## config.mk

```make
export PLATFORM = sky130hd
export DESIGN_NAME = pipe_stage_skid
export DESIGN_NICKNAME = d
export VERILOG_FILES = /design/src/rtl/pipe_stage_skid.sv
export SDC_FILE = /design/constraint.sdc
export NUM_CORES = 1
export LEC_CHECK = 0
export BUFFER_PORTS_ARGS = -buffer_cell sky130_fd_sc_hd__buf_2
export CORE_MARGIN = 2
export CORE_UTILIZATION = 40
export DETAILED_ROUTE_END_ITERATION = 6
export MAX_ROUTING_LAYER = met4
export PLACE_DENSITY = 0.65
export SYNTH_ARGS = -nofsm -noshare
export SYNTH_HDL_FRONTEND = slang
export SYNTH_SLANG_ARGS = --single-unit
```

## constraint.sdc

```tcl
create_clock -name clk -period 5.25 [get_ports clk]
set_input_delay 0.7875 -clock clk [delete_from_list [all_inputs] [get_ports clk]]
set_output_delay 0.7875 -clock clk [all_outputs]
set_load 0.02 [all_outputs]
```

## src/rtl/pipe_stage_skid.sv

```systemverilog
// Registered pipeline stage with a 2-entry skid buffer, valid/ready handshake and flush-to-bubble.
// Define PIPE_STAGE_STATS_EN to add saturating stall/transfer counters.
module pipe_stage_skid #(
    parameter int                 WIDTH     = 32,
    parameter logic [WIDTH-1:0]   NOP_VALUE = {WIDTH{1'b0}},
    parameter int                 CNT_W     = 16
) (
    input  logic             clk,
    input  logic             reset,
    input  logic             flush,
    input  logic             in_valid,
    input  logic [WIDTH-1:0] in_data,
    output logic             in_ready,
    output logic             out_valid,
    output logic [WIDTH-1:0] out_data,
    input  logic             out_ready,
    output logic [1:0]       occupancy
`ifdef PIPE_STAGE_STATS_EN
    ,
    output logic [CNT_W-1:0] stall_cnt,
    output logic [CNT_W-1:0] xfer_cnt
`endif
);

    typedef enum logic [1:0] {
        EMPTY = 2'd0,
        FULL  = 2'd1,
        SKID  = 2'd2
    } state_t;

    state_t           state;
    state_t           state_next;
    logic [WIDTH-1:0] main_q;
    logic [WIDTH-1:0] skid_q;
    logic             accept;
    logic             pop;

    assign accept   = in_valid & in_ready;
    assign pop      = out_valid & out_ready;
    assign out_data = main_q;

    always_ff @(posedge clk) begin
        if (reset) begin
            state <= EMPTY;
        end else begin
            state <= state_next;
        end
    end

    // Flush always drains to EMPTY; otherwise the entry count moves by accept minus pop.
    always_comb begin
        state_next = state;
        if (flush) begin
            state_next = EMPTY;
        end else begin
            case (state)
                EMPTY: if (accept) state_next = FULL;
                FULL: begin
                    if (accept && !pop) begin
                        state_next = SKID;
                    end else if (!accept && pop) begin
                        state_next = EMPTY;
                    end
                end
                SKID: if (pop) state_next = FULL;
                default: state_next = EMPTY;
            endcase
        end
    end

    // in_ready only looks at registered state and flush, so stalls never ripple upstream.
    always_comb begin
        in_ready  = (state != SKID) & ~flush;
        out_valid = (state != EMPTY);
        occupancy = 2'd0;
        case (state)
            FULL:    occupancy = 2'd1;
            SKID:    occupancy = 2'd2;
            default: occupancy = 2'd0;
        endcase
    end

    always_ff @(posedge clk) begin
        if (reset || flush) begin
            main_q <= NOP_VALUE;
            skid_q <= NOP_VALUE;
        end else begin
            case (state)
                EMPTY: begin
                    if (accept) main_q <= in_data;
                end
                FULL: begin
                    if (accept && pop) begin
                        main_q <= in_data;
                    end else if (accept) begin
                        skid_q <= in_data;
                    end else if (pop) begin
                        main_q <= NOP_VALUE;
                    end
                end
                SKID: begin
                    if (pop) main_q <= skid_q;
                end
                default: begin
                    main_q <= NOP_VALUE;
                    skid_q <= NOP_VALUE;
                end
            endcase
        end
    end

`ifdef PIPE_STAGE_STATS_EN
    // Counters saturate and deliberately ignore flush; a pop in a flush cycle still counts.
    always_ff @(posedge clk) begin
        if (reset) begin
            stall_cnt <= '0;
            xfer_cnt  <= '0;
        end else begin
            if (out_valid && !out_ready && stall_cnt != {CNT_W{1'b1}}) begin
                stall_cnt <= stall_cnt + CNT_W'(1);
            end
            if (pop && xfer_cnt != {CNT_W{1'b1}}) begin
                xfer_cnt <= xfer_cnt + CNT_W'(1);
            end
        end
    end
`else
    // CNT_W only sizes the statistics counters, which this build leaves out.
    if (CNT_W < 1) begin : g_cnt_w_unused
    end
`endif

endmodule

```

# Word-level counts from Yosys, hierarchy flattened
# Index checks and enable logic that the tools add are counted.
word_totals:
  output_inout_bits: 36
  mem_bits_rw: 0
  word_cells: 45
  ff_bits: 66
  mem_count: 0
  mem_bits_ro: 0
  in_bits: 37
  latch_bits: 0
classes:
  eq_ne: 10
  addsub: 0
  magnitude_cmp: 0
  div: 0
  shift: 0
  muxes: 14
  n_bitwise: 5
  mul: 0
  n_reduce_logical: 13
ops:
  columns: ["operator", "n"]
  rows:
  - ["2-to-1 mux 32 bit", 6]
  - ["one-hot mux 32 bit (3 select lines)", 1]
  - ["one-hot mux 32 bit (2 select lines)", 1]
  - ["inequality test 2 bit, second input constant", 5]
  - ["inequality test 3 bit, second input constant", 3]
  - ["2-to-1 mux 2 bit", 4]
  - ["one-hot mux 2 bit (3 select lines)", 1]
  - ["AND reduction 3 bit", 2]
  - ["one-hot mux 2 bit (2 select lines)", 1]
  - ["AND reduction 4 bit", 1]
  - ["OR reduction 2 bit", 2]
  - ["AND 1 bit", 3]
  - ["logical AND 1 bit", 3]
  - ["equality test 2 x 1 -> 1 bit, second input constant", 1]
  - ["equality test 2 bit, second input constant", 1]
  - ["zero test 1 bit", 2]
  - ["zero test 2 bit", 1]
  - ["NOT 1 bit", 2]
  - ["nonzero test 2 bit", 1]
  - ["logical OR 1 bit", 1]

# Logic depth before layout (Yosys ltp)
# Gate-level depths: netlist (run 1).
depth:
  word_depth: 8
  ltp_mapped: 12
  ltp_nobuf: 7

# Least setup slack after synthesis (run 1)
# OpenSTA, ideal clock, no wires.
synth_path:
  kind: "register to register"
  from: "reg state[1]"
  to: "reg skid_q[14]"
  setup_time_ns: 0.117
  path_stages_with_launch: 13
  slack_ns: 2.558
  period_less_slack_ns: 2.692
  required_ns: 5.133
  arrival_ns: 2.574
  path_buffers: 5
  cell_sequence: "dfxtp_1 buf_6 buf_4 buf_2 nor2b_1 nor2_1 and2_1 ha_1 nor2b_1 o21ai_0 buf_2 buf_2 a32o_1"
synth_between:
  elab_chain_len: 6
  elab_cells_between_ends: 15
  classes_between: "eq/ne (5); mux (1); bitwise (4); reduce/logical (5)"
synth_lines:
  columns: ["item", "line_no", "rtl"]
  rows:
  - ["from (decl)", "31", "state_t state;"]
  - ["from (signal assigned)", "46", "state <= state_next;"]
  - ["inequality test 2 bit *", "73", "in_ready = (state != SKID) & ~flush;"]
  - ["AND 1 bit *", "73", null]
  - ["net in_ready", "13", "output logic in_ready,"]
  - ["AND 1 bit *", "38", "assign accept = in_valid & in_ready;"]
  - ["logical AND 1 bit", "93", "if (accept && pop) begin"]
  - ["inequality test 2 bit (no line)", null, null]
  - ["AND reduction 3 bit (no line) *", null, null]
  - ["to (signal assigned)", "96", "skid_q <= in_data;"]
  - ["to (decl)", "34", "logic [WIDTH-1:0] skid_q;"]
# The timed path passes the listed nets; every way through them passes the cells marked *.
# A chain may end at the register's enable or synchronous reset.

# Worst setup path after layout (run 1)
layout_path:
  from: "reg state[0]"
  to: "reg main_q[22] (netlist: out_data[22])"
layout_between:
  elab_chain_len: 6
  elab_cells_between_ends: 16
  classes_between: "eq/ne (7); mux (2); bitwise (3); reduce/logical (4)"
layout_lines:
  columns: ["item", "line_no", "rtl"]
  rows:
  - ["inequality test 2 bit", "73", null]
  - ["AND 1 bit", "73", null]
  - ["AND 1 bit", "38", null]
  - ["logical AND 1 bit", "93", null]
  - ["inequality test 3 bit (no line) / 2-to-1 mux 32 bit (equally long branches)", null, null]
  - ["AND reduction 4 bit (no line) / one-hot mux 32 bit (3 select lines) (equally long branches)", null, null]
  - ["to (signal assigned)", "90", "if (accept) main_q <= in_data;"]
  - ["to (signal assigned)", "94", "main_q <= in_data;"]
  - ["to (signal assigned)", "102", "if (pop) main_q <= skid_q;"]
  - ["to (decl)", "33", "logic [WIDTH-1:0] main_q;"]
# Parallel ways exist; a longest one is shown, timed or not.

==> results of run 1 <==
[Yosys cell counts (2+ instances only)]
cell type	count	area, um^2
clkbuf_2	2	10.01
a32o_1	29	290.3
and2_1	2	12.51
ha_1	2	25.02
buf_6	6	67.56
nor2_1	2	7.510
o21ai_0	2	10.01
mux2i_1	35	350.3
clkbuf_1	19	71.32
buf_2	19	95.09
a21oi_1	33	165.2
nor2b_1	3	18.77
inv_1	3	11.26
or3b_1	5	43.79
dfxtp_1	66	1321
o221ai_1	32	280.3
a2bb2oi_1	32	280.3
nand2_1	7	26.28
or3b_2	27	236.5
buf_4	6	45.04
a211o_1	32	280.3
[power groups by stage]
stage	registers (uW)	logic (uW)	clock network, uW
detailed placement	540	155	0
finish	528	155	407
CTS	528	156	417
global placement	539	152	0
floorplan	544	103	0
global route	531	170	443
[registers in the layout (all words and copies together), names as in the netlist]
signal and cells:
skid_q 32, state 2, out_data 32
[cells by family after synthesis]
kind of cell / count (synthesis) / synth area share
buffers and inverters: 57 / 0.08404
flip-flops: 66 / 0.3481
adder cells (fa/ha/maj): 2 / 0.006591
AND/OR/NAND/NOR: 53 / 0.1094
AO/OA/AOI/OAI: 165 / 0.3596
multiplexers: 35 / 0.09229
[layout make-up]
type / count / area (um^2) / area share
Clock buffer: 10 / 148.9 / 0.03495
Tap cell: 129 / 161.4 / 0.03789
Clock inverter: 6 / 38.79 / 0.009104
Multi-Input combinational cell: 255 / 2181 / 0.5119
Sequential cell: 66 / 1329 / 0.3119
Timing Repair Buffer: 76 / 390.4 / 0.09163
Inverter: 3 / 11.26 / 0.002643
[worst reg2reg max path: cells and delay by family (launching register included)]
kind                       cells  cell delay, ps
AOI/OAI and AO/OA              3            1340
DFF                            1            1000
and+or+nand+nor                3             510
adders and majority gates      1             220
[stage by stage]
step                      hold slack [ps]  worst slack [ps]  instance area [um^2]
final                               465.7              2046                  4260
after global routing                492.6              1765                  4260
after CTS                           464.8              2051                  4260
after detailed placement            454.4              1909                  4073
after global placement              443.0              1989                  4073
after floorplan                     434.4              2558                  3796
[routing by layer]
layer	vias up	routed length [um]	share of wire
met3	6	488	0.051
li1	1585	-	-
met5	-	0	0
met2	68	4449	0.47
met1	1596	4522	0.47
met4	0	71	0.0074
[worst paths after layout]
kind                                      to  slack, ps  depth (start not counted)       from
worst max-delay path            out_data[22]       2050                          7   state[0]
worst max register to register  out_data[22]       2050                          7   state[0]
worst min register to register     skid_q[3]        470                          2  skid_q[3]
worst min-delay path               skid_q[3]        470                          2  skid_q[3]
==> metrics.md, run 1 <==
| Metric | Value |
|---|---|
| Final Setup Violations | `0` |
| Reg clk slew, reported paths | `70 ps` |
| Sequential element share of the synthesized area | `0.3481` |
| WL/cell | `17.49 um` |
| Antenna-violating nets left | `0` |
| WP data arrival | `3420 ps` |
| Main synth FF type | `dfxtp_1` |
| Startpoint Class | `flip-flop` |
| Pins Over Slew Limit | `0` |
| Crit Path Max Fanout | `106` |
| Final Non-Filler Cells | `545` |
| Global route overflow | `0` |
| Register bit total from synthesis | `66` |
| Sw frac | `0.2856` |
| CP Class | `flip-flop to flip-flop` |
| GR Util met1 | `0.2616` |
| DRC violation count after routing | `0` |
| Synth Cell Area | `3796 um^2` |
| Cells after Synth | `378` |
| Number of global-route vias before repair | `3083` |
| Post-CTS setup buffers | `0` |
| Ys async rst share | `0` |
| Total placed cells including tap cells | `529` |
| Average size of a mapped cell | `10.04 um^2` |
| H-tree Lvls | `3` |
| PwrDens | `255.9 nW/um^2` |
| Leakage | `0.001802 uW` |
| Post-DP HPWL | `5592 um` |
| Most frequent cells in the layout | `buf_2, dfxtp_1, mux2i_1` |
| CTS buffer count | `9` |
| Starting Density | `0.4108` |
| Port Buffers | `72` |
| Final Hold Viols | `0` |
| Maximum vdd drop | `0.1450 mV` |
| DIE AREA | `10290 um^2` |
| Starting DRT DRC Count | `277` |
| Crit-path cells | `nor2b_1 > nor2_1 > and2_1 > ha_1 > o21ba_2 > o32a_4 > a21oi_1` |
| CTS Buffer Depth | `2` |
| Rows | `35` |
| Die X | `101.4 um` |
| IO Pins | `73` |
| Unrepaired setup endpoints after global routing | `false` |
| GP Congestion | `0.7268` |
| Total number of vias | `3255` |
| Yosys cell types | `35` |
| Syn-to-layout area delta | `12.23%` |
| Utilization after layout | `0.4611` |
| Net Count, Synth | `417` |
| Clock sinks | `66` |
| Resize count post-CTS | `0` |
| # diodes | `0` |
| Global-route track usage on met2 | `0.2843` |
| Fillers | `904` |
| CTS root buf | `clkbuf_8` |
| Fmax | `312.1 MHz` |
| Number of synthesis warnings | `0` |
| CTS tree | `done` |
| Share of cells above drive strength 1 | `0.3125` |
| Initial antenna violation count | `0` |
| Busiest grt layer | `met2` |
| CTS Hold Bufs | `0` |
| CP top delay family | `compound AO/OA/AOI/OAI gates` |
| Buffers and inverters on the worst path | `0` |
| Worst Clk Skew | `9.538 ps` |
| Met3 Track Usage GR | `0.03658` |
| Tot Pwr | `1090 uW` |
| Psw | `311.4 uW` |
| Combinational Power Share | `0.142` |
| Share of power burned in registers | `0.484` |
| Clock Power Share | `0.374` |
| Vias/cell | `5.972` |
| Worst Tran Pin Value | `1168 ps` |
| Crit path largest cell delay | `1000 ps` |
| Min-delay worst type | `flip-flop to flip-flop` |
| Worst-Skew Late Latency | `350 ps` |
| EDFF count, synth | `0` |
| First-pass GRT wire length | `15520 um` |
| CP max stage cell | `dfxtp_4` |
| Tot GR Track Use | `0.1924` |
| DRT Pass-1 Iters | `4` |
| Sum Neg Setup Slack | `0 ps` |
| Largest net degree at the start of global routing | `107` |
| CP Capture Type | `flip-flop` |
| Die height | `101.4 um` |
| Final WL | `9531 um` |
| Number of nets in the layout | `450` |
| Tmin final | `3204 ps` |
| Worst rel slew slack | `0.2213` |
| Worst path required time | `5460 ps` |
| Commonest non-fill, non-tap cell in the layout | `buf_2` |
| Status | `finished, final reports clean` |
| Maxcap violations | `0` |
| Pint | `779.0 uW` |
| Part of the cycle the worst path needs | `0.6103` |
| Core box area | `9240 um^2` |
No activity file was read; power rests on OpenSTA's default activity.
==> inputs of run 2 (changes only) <==
Clock period 5.25 ns to 3.1 ns, I/O delays scaled along.
==> metrics.md, run 2 (synthesized netlist as in run 1, its figures left out) <==
| Metric | Value |
|---|---|
| GR Util met1 | `0.2612` |
| Sum Neg Setup Slack | `0 ps` |
| Worst rel slew slack | `0.4344` |
| Maximum vdd drop | `0.3034 mV` |
| Pint | `1485 uW` |
| CTS tree | `done` |
| Min-delay src | `in_data[2]` |
| Status | `finished, final reports clean` |
| WHS Path Cells | `2` |
| Worst path required time | `2630 ps` |
| Tot GR Track Use | `0.1981` |
| Maxcap violations | `0` |
| Fmax | `364.6 MHz` |
| Starting DRT DRC Count | `175` |
| CP Class | `flip-flop to primary output` |
| Tmin final | `2743 ps` |
| Worst Clk Skew | `7.383 ps` |
| R2R depth | `7` |
| WL/cell | `17.81 um` |
| Clock Power Share | `0.419` |
| Antenna-violating nets left | `0` |
| GP Congestion | `0.7276` |
| Unrepaired setup endpoints after global routing | `false` |
| Final Hold Viols | `0` |
| IO Pins | `73` |
| Clock sinks | `66` |
| First-pass GRT wire length | `15760 um` |
| Leakage | `0.001854 uW` |
| Number of nets in the layout | `454` |
| Post-DP HPWL | `5827 um` |
| Starting Density | `0.4108` |
| Psw | `519.1 uW` |
| Total number of vias | `3317` |
| Rows | `35` |
| CTS Hold Bufs | `0` |
| Syn-to-layout area delta | `14.40%` |
| Most frequent cells in the layout | `buf_2, dfxtp_1, mux2i_1` |
| Post-CTS setup buffers | `0` |
| DRT Pass-1 Iters | `4` |
| Share of power burned in registers | `0.441` |
| Startpoint Class | `flip-flop` |
| Part of the cycle the worst path needs | `0.8847` |
| Final Setup Violations | `0` |
| WP data arrival | `2280 ps` |
| Global route overflow | `0` |
| H-tree Lvls | `3` |
| Number of global-route vias before repair | `3111` |
| Initial antenna violation count | `0` |
| Tot Pwr | `2005 uW` |
| Crit path largest cell delay | `730 ps` |
| Largest net degree at the start of global routing | `87` |
| Sw frac | `0.2589` |
| Commonest non-fill, non-tap cell in the layout | `buf_2` |
| Global-route track usage on met2 | `0.2944` |
| Final WL | `9776 um` |
| Worst-Skew Late Latency | `360 ps` |
| PwrDens | `461.6 nW/um^2` |
| WHS Endpoint | `skid_q[2]` |
| Port Buffers | `72` |
| CTS root buf | `clkbuf_8` |
| Resize count post-CTS | `0` |
| DRC violation count after routing | `0` |
| Worst Tran Pin Value | `846.6 ps` |
| Vias/cell | `6.042` |
| Combinational Power Share | `0.140` |
| Share of cells above drive strength 1 | `0.3167` |
| R2R setup slack | `480 ps` |
| Core box area | `9240 um^2` |
| CTS buffer count | `9` |
| CP max stage cell | `buf_4` |
| DIE AREA | `10290 um^2` |
| Met3 Track Usage GR | `0.04141` |
| Reg clk slew, reported paths | `80 ps` |
| Die height | `101.4 um` |
| CTS Buffer Depth | `2` |
| CP Capture Type | `primary output` |
| Reg2reg start | `state[1]` |
| Min-delay worst type | `primary input to flip-flop` |
| Pins Over Slew Limit | `0` |
| Die X | `101.4 um` |
| Crit Path Max Fanout | `68` |
| # diodes | `0` |
| Crit-path cells | `buf_4 > nand2b_1 > inv_1 > buf_2` |
| Busiest grt layer | `met2` |
| Reg2reg end | `out_data[13]` |
[run 2: cell count changes in the layout (fill, tap and decap cells not counted), sizes merged]
cell / before / now
buf: 76 / 80
bufinv: 0 / 2
clkbuf: 10 / 11
clkinv: 2 / 3
clkinvlp: 3 / 0
inv: 4 / 3
[run 2: power groups by stage]
stage | Sequential, uW | Combinational (uW) | Clock (uW)
3_5_place_dp | 903 | 281 | 0
3_3_place_gp | 903 | 277 | 0
6_report | 884 | 281 | 840
2_1_floorplan | 922 | 175 | 0
5_1_grt | 886 | 305 | 898
4_1_cts | 884 | 282 | 846
[run 2: layout make-up]
class,instances,area [um^2]
Timing Repair Buffer,80,432.9
Fill cell,906,4897
Clock buffer,11,152.6
Multi-Input combinational cell,255,2181
Clock inverter,5,75.07
Inverter,3,11.26
Sequential cell,66,1329
Tap cell,129,161.4
[run 2: worst max path at each step]
| stage | from | end | slack [ps] |
|---|---|---|---|
| 6_report | state[1] | occupancy[0] | 360 |
| 5_1_grt | state[1] | occupancy[0] | 240 |
| 4_1_cts | state[1] | occupancy[0] | 370 |
| 3_5_place_dp | state[1] | out_data[7] | 500 |
| 3_3_place_gp | state[1] | out_data[5] | 550 |
| 2_1_floorplan | state[1] | skid_q[14] | 410 |
[run 2: routing by layer]
layer | vias up | wire length [um]
li1 | 1597 | -
met1 | 1628 | 4633
met2 | 79 | 4485
met3 | 13 | 504
met4 | 0 | 152
met5 | - | 0
[run 2: worst max-delay path: cells and delay by family, from the launching register on]
family | cells | cell delay [ps]
buf+inv | 3 | 1000
flops | 1 | 660
simple gates | 1 | 240
[run 2: per-stage QoR]
| stage | setup WS (ps) | instances | utilization | area, um^2 | hold slack [ps] |
|---|---|---|---|---|---|
| final | 357.5 | 549 | 0.4700 | 4343 | 340.1 |
| after global routing | 240.5 | 549 | 0.4700 | 4343 | 351.2 |
| after CTS | 372.8 | 549 | 0.4700 | 4343 | 337.7 |
| after detailed placement | 501.4 | 533 | 0.4454 | 4115 | 459.8 |
| after global placement | 547.5 | 533 | 0.4454 | 4115 | 443.7 |
| after floorplan | 408.5 | 378 | - | 3796 | 434.4 |
